===== config.mk =====
export PLATFORM = sky130hd
export DESIGN_NAME = id_scoreboard
export DESIGN_NICKNAME = d
export VERILOG_FILES = /design/src/rtl/id_scoreboard.sv
export SDC_FILE = /design/constraint.sdc
export NUM_CORES = 1
export LEC_CHECK = 0
export BUFFER_PORTS_ARGS = -buffer_cell sky130_fd_sc_hd__buf_2
export CORE_ASPECT_RATIO = 0.75
export CORE_UTILIZATION = 45
export DETAILED_ROUTE_END_ITERATION = 16
export SKIP_LAST_GASP = 1
export SYNTH_ARGS = -nofsm -noshare
export SYNTH_HDL_FRONTEND = slang
export SYNTH_SLANG_ARGS = --single-unit

===== constraint.sdc =====
create_clock -name clk -period 6.9 [get_ports clk]
set_input_delay 1.38 -clock clk [delete_from_list [all_inputs] [get_ports clk]]
set_output_delay 1.38 -clock clk [all_outputs]
set_load 0.005 [all_outputs]

===== src/rtl/id_scoreboard.sv =====
// Register-dependency scoreboard for the decode stage: per-register producer age/latency tracking,
// forwarding selects and load-use style stall. Optional stall counter under ID_SCOREBOARD_STATS_EN.
module id_scoreboard #(
  parameter int NREG   = 32,
  parameter int AW     = 5,
  parameter int MAXLAT = 3
) (
  input  logic            clk,
  input  logic            rst,
  input  logic            issue_valid,
  input  logic            flush,
  input  logic            src_a_used,
  input  logic [AW-1:0]   src_a_addr,
  input  logic            src_b_used,
  input  logic [AW-1:0]   src_b_addr,
  input  logic            dst_wen,
  input  logic [AW-1:0]   dst_addr,
  input  logic [1:0]      dst_lat,
  output logic            stall,
  output logic            issue_fire,
  output logic [1:0]      fwd_a_sel,
  output logic [1:0]      fwd_b_sel,
  output logic [NREG-1:0] busy_mask,
  output logic [31:0]     stall_cycles
);

  logic [NREG-1:0] pend_vec;
  logic [2:0]      age_vec [NREG];
  logic [1:0]      lat_vec [NREG];

  logic       wr_en;
  logic [1:0] wr_lat;

  assign wr_en  = issue_fire & dst_wen & (dst_addr != '0);
  assign wr_lat = (dst_lat == 2'd0 || int'(dst_lat) > MAXLAT) ? 2'(MAXLAT) : dst_lat;

  genvar gi;
  generate
    for (gi = 0; gi < NREG; gi++) begin : g_reg
      if (gi == 0) begin : g_zero
        assign pend_vec[gi] = 1'b0;
        assign age_vec[gi]  = 3'd0;
        assign lat_vec[gi]  = 2'd0;
      end else begin : g_track
        logic       pend_q, pend_d;
        logic [2:0] age_q, age_d;
        logic [1:0] lat_q, lat_d;

        // Ageing runs regardless of stall; a new issue to the same register replaces the entry.
        always_comb begin
          pend_d = pend_q;
          age_d  = age_q;
          lat_d  = lat_q;
          if (pend_q) begin
            if (age_q == 3'd3) begin
              pend_d = 1'b0;
              age_d  = 3'd0;
            end else begin
              age_d = age_q + 3'd1;
            end
          end
          if (wr_en && dst_addr == AW'(gi)) begin
            pend_d = 1'b1;
            age_d  = 3'd1;
            lat_d  = wr_lat;
          end
        end

        always_ff @(posedge clk) begin
          if (rst) begin
            pend_q <= 1'b0;
            age_q  <= 3'd0;
            lat_q  <= 2'd0;
          end else begin
            pend_q <= pend_d;
            age_q  <= age_d;
            lat_q  <= lat_d;
          end
        end

        assign pend_vec[gi] = pend_q;
        assign age_vec[gi]  = age_q;
        assign lat_vec[gi]  = lat_q;
      end
    end
  endgenerate

  function automatic logic [1:0] sel_of(input logic p, input logic [2:0] a);
    logic [1:0] s;
    s = 2'b00;
    if (p) begin
      case (a)
        3'd1:    s = 2'b11;
        3'd2:    s = 2'b10;
        3'd3:    s = 2'b01;
        default: s = 2'b00;
      endcase
    end
    return s;
  endfunction

  logic       a_pend, b_pend, hazard_a, hazard_b;
  logic [2:0] a_age, b_age;
  logic [1:0] a_lat, b_lat;

  assign a_pend = (src_a_addr != '0) & pend_vec[src_a_addr];
  assign b_pend = (src_b_addr != '0) & pend_vec[src_b_addr];
  assign a_age  = age_vec[src_a_addr];
  assign b_age  = age_vec[src_b_addr];
  assign a_lat  = lat_vec[src_a_addr];
  assign b_lat  = lat_vec[src_b_addr];

  assign hazard_a = src_a_used & a_pend & (a_age < {1'b0, a_lat});
  assign hazard_b = src_b_used & b_pend & (b_age < {1'b0, b_lat});

  assign stall      = ~rst & issue_valid & ~flush & (hazard_a | hazard_b);
  assign issue_fire = issue_valid & ~stall & ~flush;
  assign fwd_a_sel  = rst ? 2'b00 : sel_of(a_pend, a_age);
  assign fwd_b_sel  = rst ? 2'b00 : sel_of(b_pend, b_age);
  assign busy_mask  = pend_vec;

`ifdef ID_SCOREBOARD_STATS_EN
  logic [31:0] stall_cnt_q;
  always_ff @(posedge clk) begin
    if (rst) begin
      stall_cnt_q <= 32'd0;
    end else if (stall && stall_cnt_q != 32'hFFFF_FFFF) begin
      stall_cnt_q <= stall_cnt_q + 32'd1;
    end
  end
  assign stall_cycles = stall_cnt_q;
`else
  assign stall_cycles = 32'd0;
`endif

`ifndef SYNTHESIS
  always_ff @(posedge clk) begin
    if (!rst && wr_en && (dst_lat == 2'd0 || int'(dst_lat) > MAXLAT))
      $error("id_scoreboard: illegal dst_lat %0d clamped to %0d", dst_lat, MAXLAT);
  end
`endif

endmodule


==> impl_metrics.toml <==
[outcome]
status = "complete, no violations"

[timing]
rsz0062_at_grt = "false"
slew_headroom_pct = 24.4
fin_skew_ns = 0.0130
hold_viol = 0
worst_pin_slew_ns = 1.13
finalSetupViolations = 0
slew_viol_final = 0
finalSetupTns_ns = 0
fmax_ghz = 0.157
fin_crit_sh_pct = 92.4
fin_crit_ns = 6.38

[critical_path]
crit_buf_inv = 3
path_class = "primary input to primary output"
cpPeakStageDelay_ns = 0.57
cpLargestDelayFamily = "multiplexers"
crit_path_top_delay_cell = "mux4_2"
critPathArrivalTime_ns = 5.00
cp-start-kind = "primary input"
crit_path_end_kind = "primary output"
crit_required_ns = 5.52
regToRegSetupSlack_ns = 2.44
worstPathCellList = "buf_2 > mux4_2 > mux4_2 > nor2_1 > nor2_1 > ha_1 > nand2b_1 > a211o_1 > o311ai_2 > o2111ai_2 > buf_4 > and3_1 > buf_2"
crit_fanout = 21

[die]
start_util_pct = 46.5
ios = 94
die_h_um = 142
core_um2 = 25400
fp.dieW_um = 189
std_cell_rows = 50
die_area_um2 = 26900

[routing]
antenna_left = 0
drt-initial-drc-count = 1197
viasPerCell = 6.32
drc = 0
wl_per_cell_um = 24.0
wl_mm = 37.4
dr.pass1.iters = 5
num_vias = 9835

[logic_synthesis]
syn_area_per_cell_um2 = 9.75
yosysTopAreaCellShare_pct = 31.5
async_reset_ff_share_pct = 0
synth-edff-count = 0
ys_ff_latch = 186
ys_seq_area_share_pct = 31.5
synth_area_um2 = 11800
synthTopCellsByArea = "dfxtp_1 (31%), mux4_2 (17%), mux2i_1 (7.1%), nand2_1 (4.8%), buf_4 (4.7%)"
yosysWarnings = 0
ys.flop_type = "dfxtp_1"
synth_cell_type_count = 71
yosysTopAreaCell = "dfxtp_1"
syn_inst = 1212

[final_layout]
seq_area_um2 = 3720
nNetsFinal = 1260
area_growth_pct = 6.30
multiInputGateArea_um2 = 7160
fillers = 2365
layout_common_cells = "dfxtp_1 (186), nand2_1 (152), mux4_2 (87)"
final_common_cell = "dfxtp_1"
drive_gt1_share_pct = 20.1
fin_area_um2 = 12600

[clock_network]
h-tree-depth = 4
post_cts_buffers = 0
clockRootBuffer = "clkbuf_16"
cts_buffer_depth = 2
tritoncts = "built"
cts_sinks = 186
clkTransAtPathRegs_ns = 0.06
cts_made_buffers = 17
cts-hold-fix-buffers = 0
clk_latency_ns = 0.46
post_cts_resized = 0

[place]
io_buffers = 60
place.gp.congestion = 0.989
dpl_cell_area_um2 = 12000
dpl.hpwl_mm = 27.3

[grt]
grt_pass1_vias = 8940
grt_antenna_before_repair = 0
grt.total_usage_pct = 28.5
grt_pass1_wl_mm = 57.2
grt_max_degree = 70
grt-ovfl-total = 0

[power_and_ir_drop]
p_comb_share_pct = 8.7
p_clk_share_pct = 44.3
powerDensity_nw_per_um2 = 183
swShare_pct = 25.4
internal_power_uw = 1720
p_leak_uw = 0.00490
sequentialPowerShare_pct = 47.0
vdd_drop_max_mv = 0.188
switchingPower_uw = 586

[flow_run]
cap_violations = 0

[hold_path]
hold_path_class = "flop to flop"
power by group through the flow:
| stage | Clock [µW] | Sequential (µW) | Combinational (µW) |
|---|---|---|---|
| finish | 1020 | 1080 | 200 |
| global route | 1080 | 1080 | 213 |
| CTS | 1040 | 1080 | 197 |
| detailed placement | 0 | 1110 | 197 |
| global placement | 0 | 1110 | 196 |
| floorplan | 0 | 1100 | 157 |
stage by stage:
| stage | hold slack (ns) | setup WS (ns) | util, % | total power, µW | instances |
|---|---|---|---|---|---|
| finish | 0.465 | 0.524 | 49.5 | 2300 | 1555 |
| CTS | 0.461 | 0.545 | 49.5 | 2320 | 1554 |
| global route | 0.476 | 0.262 | 49.5 | 2380 | 1554 |
| detailed placement | 0.451 | 0.543 | 47.1 | 1300 | 1522 |
| floorplan | 0.429 | 0.592 | - | 1260 | 1244 |
| global placement | 0.454 | 0.605 | 47.1 | 1300 | 1522 |
sequential cells by signal, indices dropped and copies added, names as in the netlist:
signal and count:
g.g_track.pend_q 31, g.g_track.lat_q 62, g.g_track.age_q 93
area by class of cell:
type / count / share of cell area (%)
clock buffers: 24 / 3.91
clock inverters: 8 / 0.866
flip-flops and latches: 186 / 29.6
inverters: 38 / 1.14
multi-input cells: 872 / 57.0
repair buffers: 88 / 4.08
well taps: 338 / 3.37
diodes: 1 / 0.0199
tightest hold or removal path: stages (launching register included):
cell	delay, ns
dfxtp_1	0.33
nand2_1	0.06
nor3_1	0.04
logic make-up after synthesis:
family,Yosys count,synth area share (%)
buffers and inverters,186,9.20
xor gates and xnor gates,2,0.148
other,1,0.0317
AOI/OAI and AO/OA,195,11.6
adders and majority gates,33,3.49
muxes,197,26.2
and+or+nand+nor,412,17.9
DFF,186,31.5
final timing paths:
| check | start | endpoint | cells after the start |
|---|---|---|---|
| worst min register to register | g_reg[16].g_track.age_q[2] | g_reg[16].g_track.age_q[2] | 2 |
| worst max register to register | g_reg[3].g_track.age_q[1] | g_reg[14].g_track.lat_q[1] | 14 |
| worst min-delay path | g_reg[16].g_track.age_q[2] | g_reg[16].g_track.age_q[2] | 2 |
| worst max-delay path | src_b_addr[0] | issue_fire | 13 |
metal layers:
metal | global-route usage, % | share of wire [%]
met1 | 41.5 | 45
met3 | 7.03 | 9.7
met2 | 41.0 | 42
met5 | 0 | 0
met4 | 9.34 | 2.6
cell usage after synthesis (5+ instances only):
cell      instances
a21oi_1          20
o21ai_0          35
a211oi_1         31
o22ai_1          21
inv_1            34
mux2i_1          84
nor3b_1           5
nor3_1           31
nor2_1           23
mux2_2           26
mux4_2           87
and4_1           14
a22o_1           11
clkbuf_1         39
buf_4            74
and3_1           10
nand4_1          33
buf_2            23
buf_6            11
dfxtp_1         186
a31oi_1          28
nand2b_1         39
nor2b_1          26
and2_1            7
nand3_1          47
nand3b_1         10
ha_1             33
nand2_1         152
a32o_1            6
(Power assumes the default switching activity.)
